$ cat src/rtl/muldiv_sched.sv
// Sequencer for the shared HI/LO resource: starts Mult or Div, waits for its completion
// flag (with a cycle budget), then writes HI/LO and reports the outcome to Controle.
module muldiv_sched #(
    parameter int TIMEOUT = 40,
    parameter int CNT_W   = 6
) (
    input  logic             clock,
    input  logic             reset,
    input  logic             op_start,
    input  logic [1:0]       op_sel,
    input  logic [31:0]      divisor,
    input  logic             mult_done,
    input  logic             div_done,
    output logic             MultCtrl,
    output logic             DivCtrl,
    output logic             HICtrl,
    output logic             LOCtrl,
    output logic             WriteHI,
    output logic             WriteLO,
    output logic             busy,
    output logic             done,
    output logic             div_zero,
    output logic             timeout,
    output logic [CNT_W-1:0] wait_cnt
);

    typedef enum logic [2:0] {
        IDLE  = 3'd0,
        START = 3'd1,
        WAIT  = 3'd2,
        WRITE = 3'd3,
        DONE  = 3'd4,
        ZERO  = 3'd5,
        FAULT = 3'd6
    } state_t;

    localparam logic [CNT_W-1:0] LAST_CNT = CNT_W'(TIMEOUT - 1);

    state_t           stateQ;
    state_t           stateNext;
    logic             opDiv;
    logic             muxSel;
    logic [CNT_W-1:0] waitCnt;
    logic             unitDone;

    // Only the unit that was actually started may end the wait.
    assign unitDone = opDiv ? div_done : mult_done;
    assign wait_cnt = waitCnt;
    assign HICtrl   = muxSel;
    assign LOCtrl   = muxSel;

    always_comb begin
        stateNext = stateQ;
        MultCtrl  = 1'b0;
        DivCtrl   = 1'b0;
        WriteHI   = 1'b0;
        WriteLO   = 1'b0;
        done      = 1'b0;
        div_zero  = 1'b0;
        timeout   = 1'b0;
        busy      = (stateQ != IDLE);
        case (stateQ)
            IDLE: begin
                if (op_start) begin
                    if (op_sel[1])
                        stateNext = DONE;
                    else if (op_sel[0] && (divisor == 32'd0))
                        stateNext = ZERO;
                    else
                        stateNext = START;
                end
            end
            START: begin
                MultCtrl  = ~opDiv;
                DivCtrl   = opDiv;
                stateNext = WAIT;
            end
            WAIT: begin
                if (unitDone)
                    stateNext = WRITE;
                else if (waitCnt == LAST_CNT)
                    stateNext = FAULT;
            end
            WRITE: begin
                WriteHI   = 1'b1;
                WriteLO   = 1'b1;
                stateNext = DONE;
            end
            DONE: begin
                done      = 1'b1;
                stateNext = IDLE;
            end
            ZERO: begin
                div_zero  = 1'b1;
                done      = 1'b1;
                stateNext = IDLE;
            end
            FAULT: begin
                timeout   = 1'b1;
                stateNext = IDLE;
            end
            default: stateNext = IDLE;
        endcase
    end

    always_ff @(posedge clock or negedge reset) begin
        if (!reset) begin
            stateQ  <= IDLE;
            opDiv   <= 1'b0;
            muxSel  <= 1'b0;
            waitCnt <= '0;
        end else begin
            stateQ <= stateNext;
            if (stateQ == IDLE && op_start && !op_sel[1]) begin
                opDiv <= op_sel[0];
                // Mux select moves only when a unit is really going to be started,
                // so it is settled well before the write cycle.
                if (stateNext == START)
                    muxSel <= ~op_sel[0];
            end
            if (stateQ == START)
                waitCnt <= '0;
            else if (stateQ == WAIT && !unitDone && waitCnt != LAST_CNT)
                waitCnt <= waitCnt + 1'b1;
        end
    end

endmodule

$ cat config.mk
export PLATFORM = sky130hd
export DESIGN_NAME = muldiv_sched
export DESIGN_NICKNAME = d
export VERILOG_FILES = /design/src/rtl/muldiv_sched.sv
export SDC_FILE = /design/constraint.sdc
export NUM_CORES = 1
export LEC_CHECK = 0
export ABC_CLOCK_PERIOD_IN_PS = 1800
export CAP_MARGIN = 20
export CORE_UTILIZATION = 33
export CTS_CLUSTER_DIAMETER = 80
export DETAILED_ROUTE_END_ITERATION = 16
export GPL_TIMING_DRIVEN = 0
export HOLD_SLACK_MARGIN = 0.15
export MAX_ROUTING_LAYER = met4
export PLACE_DENSITY = 0.83
export SKIP_LAST_GASP = 1
export SLEW_MARGIN = 20
export SYNTH_ARGS = -nofsm -noshare
export SYNTH_HDL_FRONTEND = slang
export SYNTH_SLANG_ARGS = --single-unit
$ cat constraint.sdc
create_clock -name clock -period 1.8 [get_ports clock]
set_input_delay 0.45 -clock clock [delete_from_list [all_inputs] [get_ports clock]]
set_output_delay 0.45 -clock clock [all_outputs]
set_load 0.02 [all_outputs]
=== Word-level counts from Yosys, hierarchy flattened ===
Cells that the tools add are included.

* Register bits after elaboration: 11
* Bits in latches: 0
* RAM bits: 0
* Bits in read-only memories: 0
* Logic and storage cells: 44
* Memories: 0

* Add/sub/neg operators: 1
* Multipliers: 0
* Divide/modulo/power cells: 0
* Order comparisons: 0
* Eq/ne operators: 9
* Shift operators: 0
* Muxes and demuxes: 15
* Bitwise gates (word level): 2
* Reduce and logical (&&, ||, !) cells: 13

{| class="wikitable"
|+ Operators with widths
! operator !! number
|-
| zero test 32 bit || 1
|-
| two-way mux 3 bit || 5
|-
| two-way mux 6 bit || 2
|-
| case mux 3 bit (4 select lines) || 1
|-
| == test 3 bit, second input constant || 3
|-
| two-way mux 1 bit || 7
|-
| adder 6 x 1 -> 6 bit, second input constant || 1
|-
| == test 3 x 1 -> 1 bit, second input constant || 2
|-
| == test 3 x 2 -> 1 bit, second input constant || 2
|-
| == test 6 bit, second input constant || 1
|-
| inequality test 6 bit, second input constant || 1
|-
| logical AND 1 bit || 5
|-
| zero test 3 bit || 1
|-
| nonzero test 3 bit || 1
|-
| zero test 1 bit || 2
|-
| inverter 1 bit || 2
|-
| AND reduction 2 bit || 1
|-
| nonzero test 2 bit || 1
|-
| OR reduction 2 bit || 1
|}

=== Depth between registers and ports, before layout ===
Gate-level depths: netlist of the first run.

* Word-level depth: 8
* Depth in mapped cells: 5

=== Least setup slack after synthesis of the first run ===
OpenSTA, ideal clock, no wires.

* Path type: flip-flop to output port
* Start point: register stateQ[2]
* End point: output port MultCtrl
* Data arrival time: 1.401 ns
* Data required time: 1.350 ns
* Setup slack: -0.051 ns
* Cell stages (with the launch flop): 4
* Path buffers: 1
* Cells stage by stage: dfrtp_1 buf_2 nor3b_1 nor2b_1

* Cells in the longest elaborated chain, start to end: 2

{| class="wikitable"
|+ RTL lines
! what !! RTL line !! text
|-
| from (decl) || 39 || <nowiki>state_t stateQ;</nowiki>
|-
| from (signal assigned) || 113 || <nowiki>stateQ <= stateNext;</nowiki>
|-
| == test 3 x 1 -> 1 bit || 62 || <nowiki>case (stateQ)</nowiki>
|-
| two-way mux 1 bit || 62 ||
|-
| to (decl) || 14 || <nowiki>output logic MultCtrl,</nowiki>
|}

No other way between the ends.

=== Worst setup path in the final report of the first run ===
* Start point: register stateQ[2]
* End point: output port DivCtrl

* Cells in the longest elaborated chain, start to end: 2

{| class="wikitable"
|+ RTL lines
! what !! RTL line !! text
|-
| == test 3 x 1 -> 1 bit || 62 ||
|-
| two-way mux 1 bit || 62 ||
|-
| to (decl) || 15 || <nowiki>output logic DivCtrl,</nowiki>
|}

No other way between the ends.

==> flow_summary_export.csv, run 1 <==
group,metric,value,unit
outcome,status,"finished, violations left",
outcome,violations,"setup timing",
cells_and_area,fillerInstances,154,
cells_and_area,seqCellArea,275,sq um
setup_path,r2r_cells,6,
grt,grt_usage,19.7,%
clock_network,clock_latency,0.26,ns
floorplan,die_area,2430,sq um
sta,fin_ws,-0.0277,ns
setup_path,crit_path_end_kind,"primary output",
cells_and_area,area_growth,97.3,%
sta,hold_violations,0,
setup_path,worst_ep_required_time,1.35,ns
sta,final_max_slew_viol_count,0,
placed_design,dp_hpwl,1.72,mm
synthesis,synth_top_area_cell,"dfrtp_1",
detailed_routing,wl,2.34,mm
grt,antenna_found_initial,0,
detailed_routing,vias,856,
clock_network,cts_max_path_buffers,2,
cells_and_area,nNetsFinal,185,
sta,relSlewSlack,65.2,%
setup_path,r2r-start,"stateQ[2]$_DFF_PN0_",
cells_and_area,diodes,0,
detailed_routing,drtIter0Drc,9,
placed_design,io_buffers,54,
pwr,combPwrFrac,64.3,%
pwr,switchingPower,0.000627,W
clock_network,cts-hold-fix-buffers,0,
pwr,p_leak,0.682,nW
synthesis,synth_edf_count,0,
detailed_routing,routedWlPerCell,13.7,um
clock_network,cts_buffers,3,
synthesis,async_flop_share,100,%
cells_and_area,multi_input_area,467,sq um
sta,period_share,102,%
pwr,vdd_drop_max,0.933,mV
synthesis,synth.distinct_cells,36,
setup_path,reg2reg_slack,0.08,ns
grt,grt_pass1_vias,870,
hold_path,min_path_cells,2,
sta,setup_tns,-0.0277,ns
floorplan,die_w,49.3,um
synthesis,yosys_warnings,0,
synthesis,synthTopCellsByArea,"dfrtp_1, nor4_1, nor2_1",
pwr,switching_share,39.3,%
cells_and_area,layout_commonest_cell,"clkdlybuf4s50_1",
detailed_routing,dr.pass1.iters,4,
setup_path,crit_type,"flop to primary output",
clock_network,htreeDepth,1,
floorplan,core-area,2020,sq um
sta,rsz0062_at_grt,"true",
pwr,powerDensity,1100,nW/um^2
flow_run,drv_cap,0,
cells_and_area,drive_gt1_share,23.6,%
cells_and_area,final_core_util,72.0,%
grt,grt_first_pass_wirelength,3.59,mm
synthesis,syn_area_per_cell,9.34,sq um
clock_network,root_buffer,"clkbuf_4",
sta,period_needed,1.83,ns
grt,grt_max_degree,12,
setup_path,critPathLaunchType,"flop",
synthesis,ys_seq_elements,11,
hold_path,worstHoldStart,"op_sel[0]",
synthesis,synth.yosys.seq_area_share,37.3,%
synthesis,synth_top_area_share,37.3,%
sta,worstMarginPinSlew,0.520,ns
floorplan,pin_count,55,
synthesis,synthFlopType,"dfrtp_1",
cells_and_area,final_cell_mix,"clkdlybuf4s50_1, dfrtp_1, nor2_1, buf_4, dlymetal6s2s_1",
placed_design,routabilityCongestion,0.757,
floorplan,floorplan.initialDensity,36.5,%
pwr,p_clk_share,10.4,%
sta,setup_violations,1,
synthesis,synth_area,738,sq um
detailed_routing,viasPerCell,5.01,
floorplan,die_h,49.3,um
placed_design,dp_slack,-0.404,ns
hold_path,min_to,"HICtrl$_DFFE_PN0P_",
sta,fin_skew,0.00173,ns
detailed_routing,ant_nets,0,
grt,grt_overflow,0,
pwr,p_int,0.000970,W
clock_network,cts_tree,"done",
clock_network,cts.sinks,11,
synthesis,syn_nets,119,
hold_path,hold_class,"input port to flop",
pwr,power_frac_seq,25.2,%
synthesis,synthCells,79,
setup_path,arrival,1.38,ns
floorplan,rows,16,
setup_path,worstPathMaxFanout,7,
detailed_routing,remaining_drc_errors,0,
clock_network,clkTransAtPathRegs,0.07,ns
setup_path,r2r-end,"wait_cnt[4]$_DFFE_PN0P_",
sta,fmax,547,MHz
-- logic make-up after synthesis --
family / synth area share (%)
adders and majority gates: 1.69
buffers and inverters: 6.78
xor gates and xnor gates: 4.75
and+or+nand+nor: 34.9
muxes: 4.75
DFF: 37.3
AOI/OAI and AO/OA: 9.83
-- metal layers --
metal / part of all wire [%] / wire length (um) / GRT usage, %
met2: 55 / 1290 / 36.8
met5: 0 / 0 / -
met3: 6.1 / 143 / 5.30
met1: 38 / 892 / 20.6
met4: 0.81 / 19 / 3.43
-- flip-flops by register name (all words and copies together) (netlist names) --
name,cells
HICtrl,1
opDiv,1
stateQ,3
wait_cnt,6
-- power groups by stage --
stage               Combinational [W]  Clock, W  Sequential (W)
floorplan                    0.000510         0        0.000436
global placement             0.000888         0        0.000399
detailed placement           0.000914         0        0.000402
CTS                          0.000984  0.000172        0.000401
global route                  0.00109  0.000183        0.000411
finish                        0.00103  0.000167        0.000403
-- per-stage QoR --
stage | total power (W) | instances | hold WS [ns] | cell area (sq um)
detailed placement | 0.00132 | 160 | 0.585 | 1320
floorplan | 0.000946 | 79 | 0.154 | 743
finish | 0.00160 | 171 | 0.470 | 1460
global placement | 0.00129 | 160 | 0.556 | 1320
CTS | 0.00156 | 168 | 0.538 | 1380
global route | 0.00169 | 171 | 0.498 | 1460
-- worst max path at each step --
stage / from / endpoint / slack (ns) / cells past startpoint
3_5_place_dp: stateQ[2]$_DFF_PN0_ / MultCtrl / -0.40 / 4
2_1_floorplan: wait_cnt[0]$_DFFE_PN0P_ / stateQ[2]$_DFF_PN0_ / 0.09 / 5
6_report: stateQ[2]$_DFF_PN0_ / DivCtrl / -0.03 / 5
5_1_grt: stateQ[1]$_DFF_PN0_ / DivCtrl / -0.08 / 5
3_3_place_gp: stateQ[2]$_DFF_PN0_ / MultCtrl / -0.42 / 4
4_1_cts: stateQ[2]$_DFF_PN0_ / MultCtrl / -0.13 / 4
-- synthesized netlist by cell type (2+ instances only) --
library cell  number
a21oi_1            2
o2111ai_1          2
and2_1             2
dfrtp_1           11
and3b_2            2
o21ai_0            3
inv_1              2
nand2_1            6
buf_6              2
nor2_1             8
nor4_1             6
or3_1              2
nor3_1             2
nand3_1            3
buf_4              2
o211ai_1           2
xor2_1             3
-- worst max-delay path, cell delays in order (launching register included) --
cell and delay (ns):
dfrtp_1 0.37, buf_6 0.13, nor3b_4 0.23, buf_6 0.13, and2_4 0.13, buf_6 0.11
-- repair_timing --
action,CTS,global route
hold endpoints to repair,0,0
gates cloned,0,0
pin swaps,1,9
setup endpoints to repair,11,9
setup buffers,4,3
resized for setup,31,18
-- final cells by class --
type / instances / area share (%)
Timing Repair Buffer: 61 / 41.1
Multi-Input combinational cell: 61 / 32.0
Sequential cell: 11 / 18.9
Buffer: 5 / 3.35
Tap cell: 27 / 2.32
Clock buffer: 4 / 1.80
Inverter: 2 / 0.515
(Power assumes the default switching activity.)
==> run 2, diff against run 1 <==
- MAX_ROUTING_LAYER: met4 -> not set
==> run 2 against run 1 <==
Effect of this change: the run still ends with setup timing left; maximum frequency is essentially flat; register-to-register slack is essentially flat; non-clock buffer count unchanged; final cell count unchanged; global-route usage fell by 0.54 points; via count unchanged; combinational power about the same; sequential cell count unchanged; worst hold slack did not move; critical path depth unchanged; die area stayed put; sequential share of layout area unchanged; critical path type unchanged; largest power group unchanged.
==> flow_summary_export.csv, run 2 (synthesis results as in run 1) <==
group,metric,value,unit
pwr,p_total,0.00160,W
detailed_routing,wl,2.34,mm
detailed_routing,ant_nets,0,
clock_network,cts_buffers,3,
sta,worstMarginPinSlew,0.520,ns
sta,relSlewSlack,65.2,%
setup_path,worstPathMaxFanout,7,
clock_network,cts_max_path_buffers,2,
hold_path,min_path_cells,2,
setup_path,r2r_cells,6,
cells_and_area,nNetsFinal,185,
detailed_routing,remaining_drc_errors,0,
cells_and_area,final_cells,171,
detailed_routing,viasPerCell,5.01,
grt,grt_max_degree,12,
grt,grt_pass1_vias,872,
cells_and_area,largest_reg_flops,6,
floorplan,die_w,49.3,um
outcome,status,"finished, violations left",
sta,hold-worst-slack,0.470,ns
setup_path,crit_path_end_kind,"primary output",
cells_and_area,final_cell_mix,"clkdlybuf4s50_1, dfrtp_1, nor2_1, buf_4, dlymetal6s2s_1",
grt,grt_overflow,0,
setup_path,critPathLaunchType,"flop",
pwr,switchingPower,0.000627,W
sta,fmax,547,MHz
pwr,p_leak,0.682,nW
pwr,p_clk_share,10.4,%
setup_path,cp_slowest_cell,"dfrtp_1",
floorplan,die_h,49.3,um
pwr,vdd_drop_max,0.933,mV
sta,fin_ws,-0.0274,ns
setup_path,critPathBufInv,3,
pwr,switching_share,39.2,%
placed_design,io_buffers,54,
sta,setup_violations,1,
placed_design,routabilityCongestion,0.747,
setup_path,cp_slowest_stage_delay,0.37,ns
flow_run,drv_cap,0,
pwr,p_int,0.000970,W
cells_and_area,layout_commonest_cell,"clkdlybuf4s50_1",
grt,grt_first_pass_wirelength,3.59,mm
sta,final_max_slew_viol_count,0,
floorplan,floorplan.initialDensity,36.5,%
setup_path,worst_ep_required_time,1.35,ns
floorplan,pin_count,55,
clock_network,cts.sinks,11,
detailed_routing,dr.pass1.iters,4,
cells_and_area,fillerInstances,154,
grt,antenna_found_initial,0,
floorplan,core-area,2020,sq um
pwr,power_frac_seq,25.2,%
sta,rsz0062_at_grt,"true",
cells_and_area,drive_gt1_share,23.6,%
clock_network,cts-hold-fix-buffers,0,
placed_design,dp.cells,160,
setup_path,crit_type,"flop to primary output",
sta,hold_violations,0,
cells_and_area,area_growth,97.3,%
clock_network,root_buffer,"clkbuf_4",
sta,setup_tns,-0.0274,ns
cells_and_area,diodes,0,
pwr,powerDensity,1100,nW/um^2
floorplan,rows,16,
detailed_routing,routedWlPerCell,13.7,um
setup_path,arrival,1.38,ns
hold_path,hold_class,"input port to flop",
clock_network,cts_tree,"done",
setup_path,path_cells,"buf_6 -> nor3b_4 -> buf_6 -> and2_4 -> buf_6",
detailed_routing,vias,856,
placed_design,dp_slack,-0.404,ns
setup_path,path_depth,5,
pwr,combPwrFrac,64.3,%
sta,period_share,102,%
sta,period_needed,1.83,ns
sta,fin_skew,0.00171,ns
outcome,violations,"setup timing",
setup_path,critical-path-top-delay-family,"flip-flops",
clock_network,htreeDepth,1,
setup_path,cp_common_cell,"buf_6",
placed_design,dp_hpwl,1.72,mm
grt,grt_usage,19.2,%
clock_network,clock_latency,0.26,ns
floorplan,die_area,2430,sq um
setup_path,reg2reg_slack,0.08,ns
detailed_routing,drtIter0Drc,9,
clock_network,clkTransAtPathRegs,0.07,ns
-- run 2: cell counts in the layout (fill, tap and decap cells not counted) --
No cell type changed its count.
-- run 2: through the flow --
stage / cell area [sq um] / util (%)
6_report: 1460 / 72.0
5_1_grt: 1460 / 72.0
4_1_cts: 1380 / 68.3
3_5_place_dp: 1320 / 65.2
3_3_place_gp: 1320 / 65.2
2_1_floorplan: 743 / -
-- run 2: routing by layer --
| layer | wire length [um] | track usage, % |
|---|---|---|
| met5 | 0 | 0 |
| met4 | 19 | 3.43 |
| met3 | 143 | 5.30 |
| met2 | 1290 | 36.8 |
| met1 | 889 | 20.6 |
-- run 2: what timing repair did --
action / in CTS / in global routing
pin swaps: 1 / 9
setup endpoints to repair: 11 / 9
setup buffers: 4 / 3
gates resized for setup: 31 / 18
-- run 2: worst paths after layout --
kind	startpoint	to
worst max-delay path	stateQ[2]$_DFF_PN0_	DivCtrl
worst max register to register	stateQ[2]$_DFF_PN0_	wait_cnt[4]$_DFFE_PN0P_
max in group asynchronous	reset	stateQ[0]$_DFF_PN0_
min in group asynchronous	reset	wait_cnt[4]$_DFFE_PN0P_
worst min-delay path	op_sel[0]	HICtrl$_DFFE_PN0P_
worst min register to register	stateQ[2]$_DFF_PN0_	stateQ[1]$_DFF_PN0_
-- run 2: power by group through the flow --
stage | Combinational (W) | Sequential [W] | Clock, W
2_1_floorplan | 0.000510 | 0.000436 | 0
3_3_place_gp | 0.000888 | 0.000399 | 0
3_5_place_dp | 0.000914 | 0.000402 | 0
4_1_cts | 0.000984 | 0.000401 | 0.000172
5_1_grt | 0.00109 | 0.000411 | 0.000183
6_report | 0.00103 | 0.000403 | 0.000167
-- run 2: area by class of cell --
cell class	count	area (sq um)	area share, %
repair buffers	61	598	41.1
inverters	2	7.51	0.515
plain buffers	5	48.8	3.35
clock buffers	4	26.3	1.80
flip-flops and latches	11	275	18.9
multi-input cells	61	467	32.0
well taps	27	33.8	2.32
==> run 3, diff against run 2 <==
- CORE_UTILIZATION: 33 -> 35
- CTS_BUF_LIST: not set -> sky130_fd_sc_hd__clkbuf_4 sky130_fd_sc_hd__clkbuf_8
- PLACE_DENSITY: 0.83 -> 0.87
==> run 3 against run 2 <==
Effect of this change: sequential cell count did not move; worst setup slack improved by 0.023 ns; maximum frequency rose by 1.3%; largest cell class unchanged; die area fell by 5.5%; critical endpoint is now MultCtrl; critical path depth fell by 1; register-to-register slack improved by 0.03 ns; the flow still finishes with violations (setup timing); core utilization fell by 2.6 points; worst hold slack improved by 0.045 ns; combinational power fell by 11%; global-route usage rose by 0.93 points; count of clock-buffer cells in the layout did not move; sequential share of layout area rose by 1.2 points.
==> flow_summary_export.csv, run 3 (synthesis results as in run 1) <==
group,metric,value,unit
clock_network,clkTransAtPathRegs,0.08,ns
floorplan,floorplan.initialDensity,37.2,%
pwr,vdd_drop_max,0.714,mV
setup_path,path_depth,4,
detailed_routing,drtIter0Drc,12,
setup_path,crit_type,"flop to primary output",
floorplan,die_area,2300,sq um
grt,antenna_found_initial,0,
floorplan,die_w,47.9,um
cells_and_area,largest_reg_flops,6,
detailed_routing,dr.pass1.iters,4,
sta,fmax,554,MHz
setup_path,critical-path-top-delay-family,"simple AND/OR/NAND/NOR gates",
flow_run,drv_cap,0,
sta,period_share,100,%
setup_path,arrival,1.35,ns
setup_path,worstPathMaxFanout,7,
cells_and_area,drive_gt1_share,21.6,%
cells_and_area,stdcell_area,1380,sq um
outcome,violations,"setup timing",
cells_and_area,layout_commonest_cell,"clkdlybuf4s50_1",
cells_and_area,nNetsFinal,180,
sta,period_needed,1.80,ns
setup_path,worst_ep_required_time,1.35,ns
cells_and_area,final_cell_mix,"clkdlybuf4s50_1, dfrtp_1, nor2_1, nand2_1, buf_4",
clock_network,cts.sinks,11,
sta,hold_violations,0,
setup_path,r2r_cells,5,
detailed_routing,routedWlPerCell,12.5,um
clock_network,cts_buffers,3,
clock_network,cts-hold-fix-buffers,0,
grt,grt_max_degree,12,
cells_and_area,diodes,0,
detailed_routing,remaining_drc_errors,0,
sta,final_max_slew_viol_count,0,
hold_path,hold_class,"input port to asynchronous set/reset pin",
floorplan,rows,16,
sta,hold-worst-slack,0.514,ns
clock_network,cts_max_path_buffers,2,
grt,grt_overflow,0,
detailed_routing,viasPerCell,4.99,
setup_path,path_cells,"buf_6 -> nor3b_4 -> nor2b_1 -> buf_2",
pwr,powerDensity,1110,nW/um^2
clock_network,clock_latency,0.28,ns
setup_path,critPathLaunchType,"flop",
floorplan,pin_count,55,
grt,grt_pass1_vias,741,
sta,setup_violations,1,
grt,grt_usage,20.1,%
sta,fin_ws,-0.00388,ns
placed_design,postPlaceCellArea,1320,sq um
sta,worstMarginPinSlew,0.526,ns
outcome,status,"finished, violations left",
detailed_routing,vias,829,
sta,rsz0062_at_grt,"true",
detailed_routing,wl,2.08,mm
placed_design,dp_slack,-0.397,ns
floorplan,core-area,1980,sq um
sta,fin_skew,0.0122,ns
clock_network,cts_tree,"done",
clock_network,root_buffer,"clkbuf_4",
setup_path,cp_slowest_stage_delay,0.38,ns
sta,relSlewSlack,64.9,%
setup_path,crit_path_end_kind,"primary output",
pwr,p_leak,0.645,nW
clock_network,htreeDepth,1,
cells_and_area,area_growth,86.4,%
setup_path,critPathBufInv,2,
grt,grt_first_pass_wirelength,3.11,mm
placed_design,io_buffers,54,
setup_path,cp_slowest_cell,"dfrtp_1",
detailed_routing,ant_nets,0,
placed_design,routabilityCongestion,0.728,
floorplan,die_h,47.9,um
placed_design,dp_hpwl,1.61,mm
run 3: layout make-up:
cell class	instances	area [sq um]
Timing Repair Buffer	57	544
Fill cell	147	606
Inverter	2	7.51
Buffer	4	37.5
Sequential cell	11	277
Multi-Input combinational cell	61	447
Tap cell	27	33.8
Clock buffer	4	30.0
run 3: path summary, 6_finish.rpt:
kind	startpoint	end	slack, ns
min in group clock	HICtrl$_DFFE_PN0P_	HICtrl$_DFFE_PN0P_	0.56
max in group asynchronous	reset	stateQ[2]$_DFF_PN0_	0.91
worst min register to register	HICtrl$_DFFE_PN0P_	HICtrl$_DFFE_PN0P_	0.56
worst max-delay path	stateQ[1]$_DFF_PN0_	MultCtrl	-0.004
worst min-delay path	reset	wait_cnt[4]$_DFFE_PN0P_	0.51
worst max register to register	wait_cnt[0]$_DFFE_PN0P_	stateQ[2]$_DFF_PN0_	0.11
run 3: where the power goes:
part	total [W]	switching, W	internal [W]
logic	0.000921	0.000420	0.000501
clock network	0.000187	0.0000862	0.000101
registers	0.000423	0.0000929	0.000330
total	0.00153	0.000599	0.000932
run 3: layer usage:
metal	track usage (%)	share of wire, %
met1	23.5	41
met5	0	0
met3	7.17	6.9
met2	35.7	52
met4	3.33	0
run 3: what timing repair did:
| action | CTS | global route |
|---|---|---|
| setup endpoints to repair | 11 | 11 |
| pin swaps | 1 | 1 |
| buffers inserted | 1 | 2 |
| gates resized for setup | 31 | 12 |
run 3: metrics by stage:
step	total power [W]	util, %	instances	TNS, ns
4_1_cts	0.00151	68.1	164	-0.257
3_5_place_dp	0.00131	66.5	160	-1.78
5_1_grt	0.00164	69.4	166	-0.165
2_1_floorplan	0.000946	-	79	0
3_3_place_gp	0.00128	66.5	160	-1.62
6_report	0.00153	69.4	166	-0.00388
